## src/rtl/trace_capture_pkg.sv

```systemverilog
// rtl/trace_capture_pkg.sv - state encoding and default widths for the trace capture controller
package trace_capture_pkg;

  typedef enum logic [1:0] {
    ST_IDLE    = 2'd0,
    ST_ARMED   = 2'd1,
    ST_CAPTURE = 2'd2,
    ST_DONE    = 2'd3
  } capture_state_e;

  localparam int COUNT_WIDTH_DEF = 16;
  localparam int LAT_WIDTH_DEF   = 32;

endpackage

```

## src/rtl/trace_capture_ctrl_if.sv

```systemverilog
// rtl/trace_capture_ctrl_if.sv - capture FIFO write port between the controller and the FIFO
interface trace_capture_ctrl_if;

  logic       fifo_wr;
  logic [7:0] fifo_data;
  logic       fifo_full;

  modport master (
    output fifo_wr,
    output fifo_data,
    input  fifo_full
  );

  modport slave (
    input  fifo_wr,
    input  fifo_data,
    output fifo_full
  );

endinterface

```

## src/rtl/trace_nibble_packer.sv

```systemverilog
// rtl/trace_nibble_packer.sv - pairs TRACEDATA nibbles into bytes, first nibble in the low half
module trace_nibble_packer
  import trace_capture_pkg::*;
(
  input  logic       target_clk,
  input  logic       reset,
  input  logic       enable,
  input  logic       clear,
  input  logic [3:0] trace_data,
  output logic       byte_valid,
  output logic [7:0] byte_data
);

  logic       phase;
  logic [3:0] low_nibble;

  always_ff @(posedge target_clk or negedge reset) begin
    if (!reset) begin
      phase      <= 1'b0;
      low_nibble <= 4'h0;
    end else if (clear) begin
      phase <= 1'b0;
    end else if (enable) begin
      if (!phase)
        low_nibble <= trace_data;
      phase <= ~phase;
    end
  end

  // The byte is complete on the edge that samples the high nibble.
  assign byte_valid = enable & phase & ~clear;
  assign byte_data  = {trace_data, low_nibble};

endmodule

```

## src/rtl/trace_capture_ctrl.sv

```systemverilog
// rtl/trace_capture_ctrl.sv - arms on request, starts on trigger edge, packs and writes trace bytes
module trace_capture_ctrl
  import trace_capture_pkg::*;
#(
  parameter int pCOUNT_WIDTH = COUNT_WIDTH_DEF,
  parameter int pLAT_WIDTH   = LAT_WIDTH_DEF
) (
  input  logic                    target_clk,
  input  logic                    reset,
  input  logic                    arm,
  input  logic                    abort,
  input  logic                    trigger,
  input  logic [pCOUNT_WIDTH-1:0] capture_len,
  input  logic [3:0]              trace_data,
  trace_capture_ctrl_if.master    fifo,
  output logic [1:0]              state,
  output logic                    done,
  output logic                    overflow,
  output logic [pCOUNT_WIDTH-1:0] byte_count,
  output logic [pLAT_WIDTH-1:0]   trig_latency
);

  localparam logic [1:0] S_IDLE    = ST_IDLE;
  localparam logic [1:0] S_ARMED   = ST_ARMED;
  localparam logic [1:0] S_CAPTURE = ST_CAPTURE;
  localparam logic [1:0] S_DONE    = ST_DONE;

  localparam logic [pCOUNT_WIDTH-1:0] COUNT_ONE = pCOUNT_WIDTH'(1);
  localparam logic [pLAT_WIDTH-1:0]   LAT_ONE   = pLAT_WIDTH'(1);

  logic                    trigger_q;
  logic                    trig_edge;
  logic [pCOUNT_WIDTH-1:0] len_r;
  logic [pCOUNT_WIDTH-1:0] next_count;
  logic                    pack_en;
  logic                    pack_clr;
  logic                    byte_valid;
  logic [7:0]              byte_data;

  assign trig_edge  = trigger & ~trigger_q;
  assign next_count = byte_count + COUNT_ONE;
  assign pack_en    = (state == S_CAPTURE) & ~abort;
  // Outside CAPTURE the packer is held at phase 0 so capture always starts on a low nibble.
  assign pack_clr   = abort | (state != S_CAPTURE);

  trace_nibble_packer u_packer (
    .target_clk (target_clk),
    .reset      (reset),
    .enable     (pack_en),
    .clear      (pack_clr),
    .trace_data (trace_data),
    .byte_valid (byte_valid),
    .byte_data  (byte_data)
  );

  always_ff @(posedge target_clk or negedge reset) begin
    if (!reset) begin
      state          <= S_IDLE;
      trigger_q      <= 1'b0;
      len_r          <= '0;
      byte_count     <= '0;
      overflow       <= 1'b0;
      trig_latency   <= '0;
      done           <= 1'b0;
      fifo.fifo_wr   <= 1'b0;
      fifo.fifo_data <= 8'h00;
    end else begin
      trigger_q    <= trigger;
      fifo.fifo_wr <= 1'b0;
      done         <= 1'b0;
      if (abort) begin
        state <= S_IDLE;
      end else begin
        case (state)
          S_IDLE, S_DONE: begin
            if (arm) begin
              len_r        <= capture_len;
              byte_count   <= '0;
              overflow     <= 1'b0;
              trig_latency <= '0;
              if (capture_len == '0) begin
                state <= S_DONE;
                done  <= 1'b1;
              end else begin
                state <= S_ARMED;
              end
            end
          end
          S_ARMED: begin
            if (trig_latency != '1)
              trig_latency <= trig_latency + LAT_ONE;
            if (trig_edge)
              state <= S_CAPTURE;
          end
          S_CAPTURE: begin
            if (byte_valid) begin
              byte_count <= next_count;
              if (!fifo.fifo_full) begin
                fifo.fifo_wr   <= 1'b1;
                fifo.fifo_data <= byte_data;
              end else begin
                overflow <= 1'b1;
              end
              if (next_count == len_r) begin
                state <= S_DONE;
                done  <= 1'b1;
              end
            end
          end
        endcase
      end
    end
  end

endmodule

```

## src/flat_wrapper.sv

```systemverilog
// flat-port wrapper written by rule: the top's interface ports become plain ports
module trace_capture_ctrl_flat import trace_capture_pkg::*;
#(
  parameter int pCOUNT_WIDTH = COUNT_WIDTH_DEF,
  parameter int pLAT_WIDTH   = LAT_WIDTH_DEF
)
  (target_clk, reset, arm, abort, trigger, capture_len, trace_data, state, done, overflow, byte_count, trig_latency, fifo_fifo_wr, fifo_fifo_data, fifo_fifo_full);
  trace_capture_ctrl_if fifo_i ();
  input  logic target_clk;
  input  logic reset;
  input  logic arm;
  input  logic abort;
  input  logic trigger;
  input  logic [pCOUNT_WIDTH-1:0] capture_len;
  input  logic [3:0] trace_data;
  output logic [1:0] state;
  output logic done;
  output logic overflow;
  output logic [pCOUNT_WIDTH-1:0] byte_count;
  output logic [pLAT_WIDTH-1:0] trig_latency;
  output wire logic [$bits(fifo_i.fifo_wr)-1:0] fifo_fifo_wr;
  output wire logic [$bits(fifo_i.fifo_data)-1:0] fifo_fifo_data;
  input wire logic [$bits(fifo_i.fifo_full)-1:0] fifo_fifo_full;
  assign fifo_fifo_wr = fifo_i.fifo_wr;
  assign fifo_fifo_data = fifo_i.fifo_data;
  assign fifo_i.fifo_full = fifo_fifo_full;
  trace_capture_ctrl #(.pCOUNT_WIDTH(pCOUNT_WIDTH), .pLAT_WIDTH(pLAT_WIDTH)) u_core (.target_clk(target_clk), .reset(reset), .arm(arm), .abort(abort), .trigger(trigger), .capture_len(capture_len), .trace_data(trace_data), .fifo(fifo_i), .state(state), .done(done), .overflow(overflow), .byte_count(byte_count), .trig_latency(trig_latency));
endmodule
```

## config.mk

```make
export PLATFORM = sky130hd
export DESIGN_NAME = trace_capture_ctrl_flat
export DESIGN_NICKNAME = d
export VERILOG_FILES = /design/src/rtl/trace_capture_pkg.sv /design/src/rtl/trace_capture_ctrl_if.sv /design/src/rtl/trace_nibble_packer.sv /design/src/rtl/trace_capture_ctrl.sv /design/src/flat_wrapper.sv
export SDC_FILE = /design/constraint.sdc
export NUM_CORES = 1
export LEC_CHECK = 0
export ABC_AREA = 0
export CAP_MARGIN = 20
export CORE_MARGIN = 5
export CORE_UTILIZATION = 53
export CTS_CLUSTER_DIAMETER = 120
export DETAILED_ROUTE_END_ITERATION = 8
export PLACE_DENSITY = 0.81
export SETUP_SLACK_MARGIN = 0.5
export SYNTH_ARGS = -nofsm -noshare
export SYNTH_HDL_FRONTEND = slang
export SYNTH_SLANG_ARGS = --single-unit
export TNS_END_PERCENT = 100
```

## constraint.sdc

```tcl
create_clock -name target_clk -period 3 [get_ports target_clk]
set_input_delay 0.45 -clock target_clk [delete_from_list [all_inputs] [get_ports target_clk]]
set_output_delay 0.45 -clock target_clk [all_outputs]
set_load 0.03 [all_outputs]
```

==> impl_metrics.yaml <==
flow_run:
  max-cap-violations: 0
synthesis:
  synth_top_flop_cell: "dfrtp_1"
  synth_top_area_share_pct: 44.4
  ys_seq_area_share_pct: 44.4
  synth_area_leaders: "dfrtp_1, mux2_2, o21ai_0"
  netlist_area_sq_um: 4670
  yosysUniqueCellTypes: 57
  synth_fp_nets: 515
  yosys_warnings: 0
  yosysMostFrequentCell: "dfrtp_1"
  synth-edff-count: 0
  synth.avg_cell_area_sq_um: 9.64
  synth-seq-cells: 83
  syn-instance-count: 485
  async_reset_ff_share_pct: 100
  yosys-top-cells-count: "dfrtp_1, nand2_1, o21ai_0, nor2_1, mux2_2"
  synth_top_area_cell: "dfrtp_1"
critical_path:
  slowest_stage: "dfrtp_1"
  worstPathMaxFanout: 9
  end_kind: "register"
  slowest_delay_ns: 0.42
  path_cells: "inv_1, ha_1, nand2b_1, a21o_2, nor2_1, o2111ai_1, or3_1, a21oi_1"
  crit_type: "register to register"
  cp-start-kind: "register"
  crit_arrival_ns: 2.69
  required_ns: 3.29
  ff2ff_path_depth: 8
timing:
  fmax_ghz: 0.415
  period_share_pct: 80.3
  finalSetupViolCount: 0
  timing.final.max_slew_violations: 0
  slew_headroom_pct: 54.5
  worst_clock_skew_ns: 0.00901
  rsz0062_at_grt: "yes"
  setup_tns_ns: 0
  finalHoldViolCount: 0
  holdWs_ns: 0.498
  worst_slew_pin_slew_ns: 0.677
  post-route-min-period_ns: 2.41
place:
  globalplace.congestion: 0.890
  placed_cells: 662
  port_buffers: 86
  dp_hpwl_mm: 8.63
  place_area_sq_um: 5630
global_routing:
  grt_pass1_wl_mm: 20.5
  grt_max_degree: 84
  grt_pass1_vias: 4112
  grt_usage_pct: 22.8
  antenna_found_initial: 0
  grt_overflow: 0
detailed_routing:
  wl_mm: 12.3
  routedWlPerCell_um: 17.9
  drc: 0
  antenna_left: 0
  vias: 4171
  drtIter0Drc: 252
  first_pass_iters: 5
  via_per_inst: 6.11
die:
  die_h_um: 104
  rows: 34
  start_util_pct: 53.9
  ios: 87
  fp.dieW_um: 104
  core_sq_um: 8680
  fp.dieArea_sq_um: 10800
clock_tree:
  clock_latency_ns: 0.36
  cts_root_buf: "clkbuf_8"
  clockBufferDepth: 2
  htreeDepth: 3
  cts_tree: "built"
  clock-sinks: 83
  clk_pin_slew_ns: 0.09
  cts_buffers: 9
pwr:
  ir_drop_mv: 0.509
  leakagePower_uw: 0.00230
  power.density_nw_per_um2: 693
layout:
  nets: 600
  num-fill-cells: 699
  antenna_cells: 0
  final_cells: 683
  area_growth_pct: 27.0
  fin_util_pct: 68.4
  finish.instance_area_sq_um: 5940
  layout-drive-gt1-share_pct: 15.0
worst_hold_path:
  hp-class: "input port to async pin"
run_status:
  status: "completed"
-- where the power goes --
part           switching (uW)  internal [uW]  total [uW]
Clock                     430            497         927
Combinational             929            706        1630
Sequential                205           1350        1550
-- worst max-delay path: cells and delay by family, from the launching register on --
kind | cells | cell delay (ns)
buffers and inverters | 1 | 0.08
AND/OR/NAND/NOR | 3 | 0.76
AO/OA/AOI/OAI | 3 | 0.72
adder cells (fa/ha/maj) | 1 | 0.35
flip-flops | 1 | 0.42
-- flip-flops by register name, indices dropped and copies added (netlist names) --
name / count
u_core.fifo.fifo_wr: 1
u_core.done: 1
u_core.state: 2
u_core.len_r: 16
u_core.trig_latency: 32
u_core.u_packer.phase: 1
u_core.overflow: 1
u_core.fifo.fifo_data: 8
u_core.trigger_q: 1
u_core.u_packer.low_nibble: 4
u_core.byte_count: 16
-- per-layer routing --
metal / GRT usage [%] / part of all wire (%) / routed length (um) / vias to the layer above
met5: 0 / 0 / 0 / -
met4: 8.51 / 2.4 / 295 / 0
met1: 29.8 / 42 / 5170 / 2047
met2: 37.5 / 50 / 6120 / 142
li1: - / - / - / 1959
met3: 4.41 / 5.5 / 675 / 23
-- final cells by class --
type	instances	area, sq um	share of cell area (%)
clock buffer	11	141	2.38
clock inverter	5	85.1	1.43
inverter	13	48.8	0.822
multi-input combinational	360	2430	40.9
sequential	83	2080	35.1
tap	108	135	2.28
timing repair buffer	103	1010	17.0
-- cells by family after synthesis --
group	synth area share, %
compound gates	14.8
xor+xnor	5.01
fa+ha+maj	1.07
buf+inv	3.88
flops	44.4
mux	8.46
simple gates	22.3
-- timing repair --
item	in CTS	in global routing
hold endpoints to repair	0	18
resized for setup	2	10
setup endpoints to repair	2	34
hold buffers	0	1
cloned	0	0
pin swaps	0	2
setup buffers	0	3
-- metrics by stage --
stage,setup slack [ns],total power [uW]
final,0.592,4110
after global routing,0.460,4350
after CTS,0.514,4090
after detailed placement,0.402,3160
after global placement,0.451,3100
after floorplan,0.514,2620
-- layout by cell type (no fill, tap or decap), types with 8 or more instances in the layout --
| cell type | n |
|---|---|
| clkdlybuf4s50_1 | 85 |
| dfrtp_1 | 77 |
| nand2_1 | 40 |
| o21ai_0 | 35 |
| nor2_1 | 32 |
| mux2_2 | 28 |
| nand3_1 | 27 |
| o31ai_1 | 20 |
| nand4_1 | 19 |
| xnor2_1 | 15 |
| buf_4 | 15 |
| nor3_1 | 14 |
| a21oi_1 | 14 |
| inv_1 | 13 |
| nor4_1 | 12 |
| or3_1 | 10 |
| clkbuf_8 | 10 |
| xor2_1 | 9 |
| mux2i_1 | 8 |
-- path summary, 6_finish.rpt --
check | startpoint | to | slack [ns]
max in group asynchronous | reset | u_core.trig_latency[0] | 1.89
setup reg to reg | u_core.state[0] | u_core.trig_latency[29] | 0.59
hold / removal | reset | u_core.byte_count[3] | 0.50
min in group target_clk | u_core.u_packer.low_nibble[2] | u_core.u_packer.low_nibble[2] | 0.51
hold reg to reg | u_core.u_packer.low_nibble[2] | u_core.u_packer.low_nibble[2] | 0.51
setup / recovery | u_core.state[0] | u_core.trig_latency[29] | 0.59
Power figures use the tool's default switching activity.
